### config.mk
export PLATFORM = sky130hd
export DESIGN_NAME = uart_frame_decoder
export DESIGN_NICKNAME = d
export VERILOG_FILES = /design/src/rtl/uart_frame_pkg.sv /design/src/rtl/crc16_ccitt_byte.sv /design/src/rtl/uart_frame_decoder.sv
export SDC_FILE = /design/constraint.sdc
export NUM_CORES = 1
export LEC_CHECK = 0
export BUFFER_PORTS_ARGS = -buffer_cell sky130_fd_sc_hd__buf_2
export CORE_MARGIN = 1.5
export CORE_UTILIZATION = 39
export DETAILED_ROUTE_END_ITERATION = 12
export GPL_TIMING_DRIVEN = 0
export HOLD_SLACK_MARGIN = 0.12
export SYNTH_ARGS = -nofsm -noshare
export SYNTH_HDL_FRONTEND = slang
export SYNTH_HIERARCHICAL = 1
export SYNTH_SLANG_ARGS = --single-unit
### constraint.sdc
create_clock -name CLK -period 3.5 [get_ports CLK]
set_clock_uncertainty 0.15 [all_clocks]
set_input_delay 0 -clock CLK [delete_from_list [all_inputs] [get_ports CLK]]
set_output_delay 0 -clock CLK [all_outputs]
set_load 0.03 [all_outputs]
### src/rtl/uart_frame_pkg.sv
// uart_frame_pkg: shared constants, state encoding and byte-wide CRC-16/CCITT helper for the UART framer pair
package uart_frame_pkg;

    localparam logic [31:0] UF_MAGIC    = 32'hDABBAD00;
    localparam logic [15:0] UF_CRC_POLY = 16'h1021;
    localparam logic [15:0] UF_CRC_INIT = 16'hFFFF;

    typedef enum logic [2:0] {
        HUNT    = 3'd0,
        PAYLOAD = 3'd1,
        CRC_HI  = 3'd2,
        CRC_LO  = 3'd3,
        CHECK   = 3'd4
    } state_e;

    // MSB-first, non-reflected CRC over one byte, fully unrolled
    function automatic logic [15:0] crc16_byte(input logic [15:0] crc, input logic [7:0] data);
        logic [15:0] c;
        c = crc ^ {data, 8'h00};
        for (int i = 0; i < 8; i++) c = c[15] ? {c[14:0], 1'b0} ^ UF_CRC_POLY : {c[14:0], 1'b0};
        return c;
    endfunction

endpackage

### src/rtl/crc16_ccitt_byte.sv
// crc16_ccitt_byte: combinational one-byte CRC-16/CCITT update, shared with the frame encoder
module crc16_ccitt_byte
    import uart_frame_pkg::*;
(
    input  logic [15:0] crc_in,
    input  logic [7:0]  data,
    output logic [15:0] crc_out
);

    // whole byte folded in one cycle so back-to-back strobes keep up
    always_comb crc_out = crc16_byte(crc_in, data);

endmodule

### src/rtl/uart_frame_decoder.sv
// uart_frame_decoder: hunts MAGIC in the uart_rx byte stream, collects payload + CRC-16, publishes good frames.
// Optional inter-byte idle timeout is enabled by defining FRAME_TIMEOUT_EN.
module uart_frame_decoder
    import uart_frame_pkg::*;
#(
    parameter int          PAYLOAD_BYTES  = 16,
    parameter logic [31:0] MAGIC          = UF_MAGIC,
    parameter logic [15:0] CRC_INIT       = UF_CRC_INIT,
    parameter logic [15:0] TIMEOUT_CYCLES = 16'd2000
) (
    input  logic                       CLK,
    input  logic                       reset,
    input  logic                       rx_data_ready,
    input  logic [7:0]                 rx_data,
    output logic [PAYLOAD_BYTES*8-1:0] payload,
    output logic                       frame_valid,
    output logic                       crc_error,
    output logic                       timeout,
    output logic                       busy,
    output logic [15:0]                frame_count,
    output logic [7:0]                 error_count
);

    state_e                     state_q, state_d;
    logic [23:0]                window_q;
    logic [7:0]                 idx_q;
    logic [15:0]                crc_q, crc_next, rx_crc_q;
    logic [PAYLOAD_BYTES*8-1:0] shadow_q, payload_q;
    logic                       frame_valid_q, crc_error_q, timeout_q;
    logic [15:0]                frame_count_q;
    logic [7:0]                 error_count_q;
    logic                       hunting, hit, take, last_byte, good, bad, expire;
    logic [31:0]                shifted;

    // CHECK also shifts a strobe into the header window, starting from a cleared window
    assign hunting   = state_q == HUNT || state_q == CHECK;
    assign shifted   = {(state_q == CHECK ? 24'h0 : window_q), rx_data};
    assign hit       = hunting && rx_data_ready && shifted == MAGIC;
    assign take      = rx_data_ready && state_q == PAYLOAD;
    assign last_byte = idx_q == 8'(PAYLOAD_BYTES - 1);

    crc16_ccitt_byte u_crc (
        .crc_in  (crc_q),
        .data    (rx_data),
        .crc_out (crc_next)
    );

`ifdef FRAME_TIMEOUT_EN
    logic [15:0] idle_q;
    logic        in_frame;
    assign in_frame = state_q inside {PAYLOAD, CRC_HI, CRC_LO};
    assign expire   = in_frame && !rx_data_ready && idle_q == TIMEOUT_CYCLES - 16'd1;
    // idle cycles inside a frame; a strobe or leaving the frame clears it
    always_ff @(posedge CLK) begin
        if (reset || !in_frame || rx_data_ready) idle_q <= '0;
        else idle_q <= idle_q + 16'd1;
    end
`else
    assign expire = 1'b0;
`endif

    // state register
    always_ff @(posedge CLK) begin
        if (reset) state_q <= HUNT;
        else state_q <= state_d;
    end

    // frame sequencing: header, payload bytes, two CRC bytes, one check cycle
    always_comb begin
        state_d = state_q;
        case (state_q)
            HUNT:    if (hit) state_d = PAYLOAD;
            PAYLOAD: if (rx_data_ready && last_byte) state_d = CRC_HI;
            CRC_HI:  if (rx_data_ready) state_d = CRC_LO;
            CRC_LO:  if (rx_data_ready) state_d = CHECK;
            CHECK:   state_d = hit ? PAYLOAD : HUNT;
            default: state_d = HUNT;
        endcase
        if (expire) state_d = HUNT;
    end

    // status and frame verdict derived from the current state
    always_comb begin
        busy = state_q != HUNT;
        good = state_q == CHECK && rx_crc_q == crc_q;
        bad  = state_q == CHECK && rx_crc_q != crc_q;
    end

    // datapath: header window, shadow buffer, CRC, published payload and counters
    always_ff @(posedge CLK) begin
        if (reset) begin
            window_q      <= '0;
            idx_q         <= '0;
            crc_q         <= CRC_INIT;
            rx_crc_q      <= '0;
            shadow_q      <= '0;
            payload_q     <= '0;
            frame_valid_q <= 1'b0;
            crc_error_q   <= 1'b0;
            timeout_q     <= 1'b0;
            frame_count_q <= '0;
            error_count_q <= '0;
        end else begin
            frame_valid_q <= good;
            crc_error_q   <= bad;
            timeout_q     <= expire;
            if (hunting && rx_data_ready) window_q <= shifted[23:0];
            else if (state_q == CHECK || expire) window_q <= '0;
            if (hit) begin
                idx_q <= '0;
                crc_q <= CRC_INIT;
            end
            if (take) begin
                shadow_q[8*idx_q +: 8] <= rx_data;
                crc_q                  <= crc_next;
                idx_q                  <= idx_q + 8'd1;
            end
            if (rx_data_ready && state_q == CRC_HI) rx_crc_q[15:8] <= rx_data;
            if (rx_data_ready && state_q == CRC_LO) rx_crc_q[7:0] <= rx_data;
            if (good) begin
                payload_q     <= shadow_q;
                frame_count_q <= frame_count_q + 16'd1;
            end
            if ((bad || expire) && error_count_q != 8'hFF) error_count_q <= error_count_q + 8'd1;
        end
    end

    assign payload     = payload_q;
    assign frame_valid = frame_valid_q;
    assign crc_error   = crc_error_q;
    assign timeout     = timeout_q;
    assign frame_count = frame_count_q;
    assign error_count = error_count_q;

endmodule

==> impl_results.md <==
- Via count: approximately 13000
- Clock network fraction of total power: a little under half
- Port buffer count: 164
- Met2 Use GR: 38.2%
- Avg WL per Cell: 19.0 um
- FILL cells: approximately 3600
- Core Rows: 70
- M3 GR Usage: 3.35%
- Synth warn: 6
- Register Area: 6990 um2
- Switching Power: 1780 uW
- Share of cells above drive strength 1: between 10% and 20%
- Area delta synth->final: 19.7%
- Total Routing Usage GR: between 20% and 30%
- Max_cap viols: 0
- Critical Path RT: about 3800 ps
- Internal power: approximately 6300 uW
- Antenna violations before repair: 2
- Asr flop ratio synth: 0%
- Post-synthesis sequential area ratio: 47.5%
- 1st-pass router iterations: 5
- Synthesized Nets: ~1600
- Minimum clock period: 3380 ps
- Worst R2R Setup Slack: 120 ps
- Most Crowded Layer GR: met2
- Core Area: 36900 um2
- Commonest non-fill, non-tap cell in the layout: dfxtp_1
- FF+latch count, synth: 349
- Post-route ant nets: 0
- Die W: a little under 200 um
- Pleak: ~0.0062 uW
- Sink Count: around 350
- Sequential share of power: 49.5%
- Crit path DAT: 3670 ps
- Top post-synthesis cells by area: dfxtp_1, mux2i_1, a21oi_1
- Final nets: 1839
- Routed wire length: around 45000 um
- Final Hold Viols: 0
- Detailed Place HPWL: 31800 um
- RSZ-0062 raised after global routing: true
- Syn Area/Cell: 9.20 um2
- # setup viols final: 0
- Met1 usage: approximately 30%
- Clock-pin slew on the worst setup and hold paths: 60 ps
- Worst r2r src: idx_q[0]
- Post-Syn Instances: ~1600
- R2r endpoint: shadow_q[59]
- TritonCTS buffer count: 38
- R2R cell count: 10
- CP endpoint kind: register
- H-tree levels: 2
- Peak supply drop: 370 uV
- First-pass GRT wire length: around 69000 um
- Area of the multi-input gates: 7130 um2
- Final core utilization: 47.7%
- I/O pin cnt: approximately 170
- Slew Limit Fails: 0
- Outcome: completed
- Iter 0 DRT Violations: 952
- Period utilisation layout: 96.6%
- CTS tree: yes
- Die area: 38900 um2
- Net Sw Frac: 22.1%
- Initial core utilization: between 30% and 40%
- Crit path launch: idx_q[0]
- Via-to-Cell Ratio: roughly 5.3
- Post-synth EDFFs: 0
- Most frequent cells in the layout: dfxtp_1, a21oi_1, buf_2
- Library cells used by synthesis: 65
- Routability cong.: between 0.8 and 0.9
- DRC: 0
- Worst slew pin tran: 1110 ps
- Overflow after GRT: 0
- Mapped Area: 14700 um2
- CTS Buffer Depth: 3
- Top cell type's share of synthesized area: 47.5%
- Overall power: slightly above 8000 uW
- CP max FO: 10
- Power density cells: 458 nW/um2
- Die height: 197 um
- Crit path launch type: register
- Worst-Skew Late Latency: ~530 ps
- CP Capture Point: shadow_q[59]
- Largest area contributor in the netlist: dfxtp_1
- Hold WC Path Type: register to register
- Combinational fraction of design power: 3.0%
- Largest net degree at the start of global routing: 13
- Root Buffer: clkbuf_16
- Slew margin rel.: 26.3%
- Top_reg_cell synth: dfxtp_1
- Max Clock Freq: between 0.2 and 0.3 GHz
- Vias in the first global route: 12181
- Worst Setup Path Type: register to register
## power groups by stage
| stage | Sequential, uW | Combinational [uW] | Clock (uW) |
|---|---|---|---|
| floorplan | 4070 | 144 | 0 |
| global placement | 4080 | 224 | 0 |
| detailed placement | 4080 | 226 | 0 |
| CTS | 3990 | 239 | 3870 |
| global route | 3990 | 256 | 4060 |
| finish | 3990 | 241 | 3830 |
## worst max-delay path: stages, from the launching register on
cell and delay, ps:
dfxtp_1 320, buf_6 150, or4_4 590, or2_2 310, nor3_1 140, ha_1 160
and3b_1 240, nand3_1 300, nor3b_1 380, buf_2 320, mux2i_1 220
## how the worst min path moves through the flow
stage | startpoint | end | slack, ps | depth (start not counted)
after floorplan | rx_data_ready | state_q[0] | 120 | 3
final | window_q[16] | window_q[16] | 300 | 2
after global routing | window_q[16] | window_q[16] | 320 | 2
after CTS | window_q[16] | window_q[16] | 300 | 2
after global placement | rx_data_ready | state_q[0] | 290 | 4
after detailed placement | frame_valid | frame_valid | 290 | 1
## synthesized netlist by cell type (all sizes together) (3+ instances only)
master,number
nor4b,3
nand2,125
xnor2,12
mux2i,131
or2,4
nor4bb,3
nor3b,6
a21oi,188
buf,25
o21ai,132
and3,9
nor2b,6
ha,5
nand3b,3
a31o,3
o22a,16
nor4,20
and4,4
o31ai,12
nand2b,131
or3,4
nand4,14
nor3,13
nand3,143
a22oi,7
xnor3,5
mux2,3
inv,12
nor2,33
xor2,23
or4,13
xor3,4
a311oi,3
dfxtp,349
clkbuf,115
## cells by family (layout without fill, tap and decap cells)
kind of cell	after synthesis	after routing	share of synthesized area (%)
simple gates	541	541	20.6
compound gates	373	373	14.3
flops	349	349	47.5
buf+inv	152	399	4.20
mux	134	134	9.15
xor+xnor	44	44	3.83
fa+ha+maj	5	5	0.425
other cells	1	3	0.0255
## sequential cells by signal (all words and copies together), names as in the netlist
name	flops
window_q	24
payload	128
frame_count	16
crc_q	16
shadow_q	128
rx_crc_q	16
error_count	8
state_q	3
frame_valid	1
idx_q	8
crc_error	1
## routing by layer
layer	vias to the layer above	part of all wire, %	wire [um]
li1	6076	-	-
met4	0	2.1	920
met1	6060	45	20300
met3	65	5.4	2420
met2	360	47	21200
met5	-	0	0
## per-stage QoR
stage	instances	setup TNS (ps)	area (um2)	hold slack, ps	worst slack, ps
global placement	2267	-39600	16200	286	-609
detailed placement	2269	-5250	16200	293	-283
finish	2352	0	17600	302	119
floorplan	1599	0	14700	116	441
CTS	2344	0	17500	302	22.2
global route	2351	-101	17600	318	-39.8
## what timing repair did
item	in CTS	in global routing
setup buffers	0	6
pin swaps	0	6
endpoints found under the hold margin	48	0
setup endpoints to repair	50	69
gates resized for setup	1	2
hold buffers	13	0
## final cells by class
| class | instances | area share (%) |
|---|---|---|
| inverter | 12 | 0.256 |
| clock inverter | 8 | 0.491 |
| clock buffer | 55 | 6.11 |
| buffer | 139 | 3.23 |
| sequential | 349 | 39.7 |
| multi-input combinational | 1098 | 40.5 |
| antenna | 2 | 0.0284 |
| timing repair buffer | 185 | 6.11 |
| tap | 504 | 3.58 |
No activity file was read; power rests on OpenSTA's default activity.
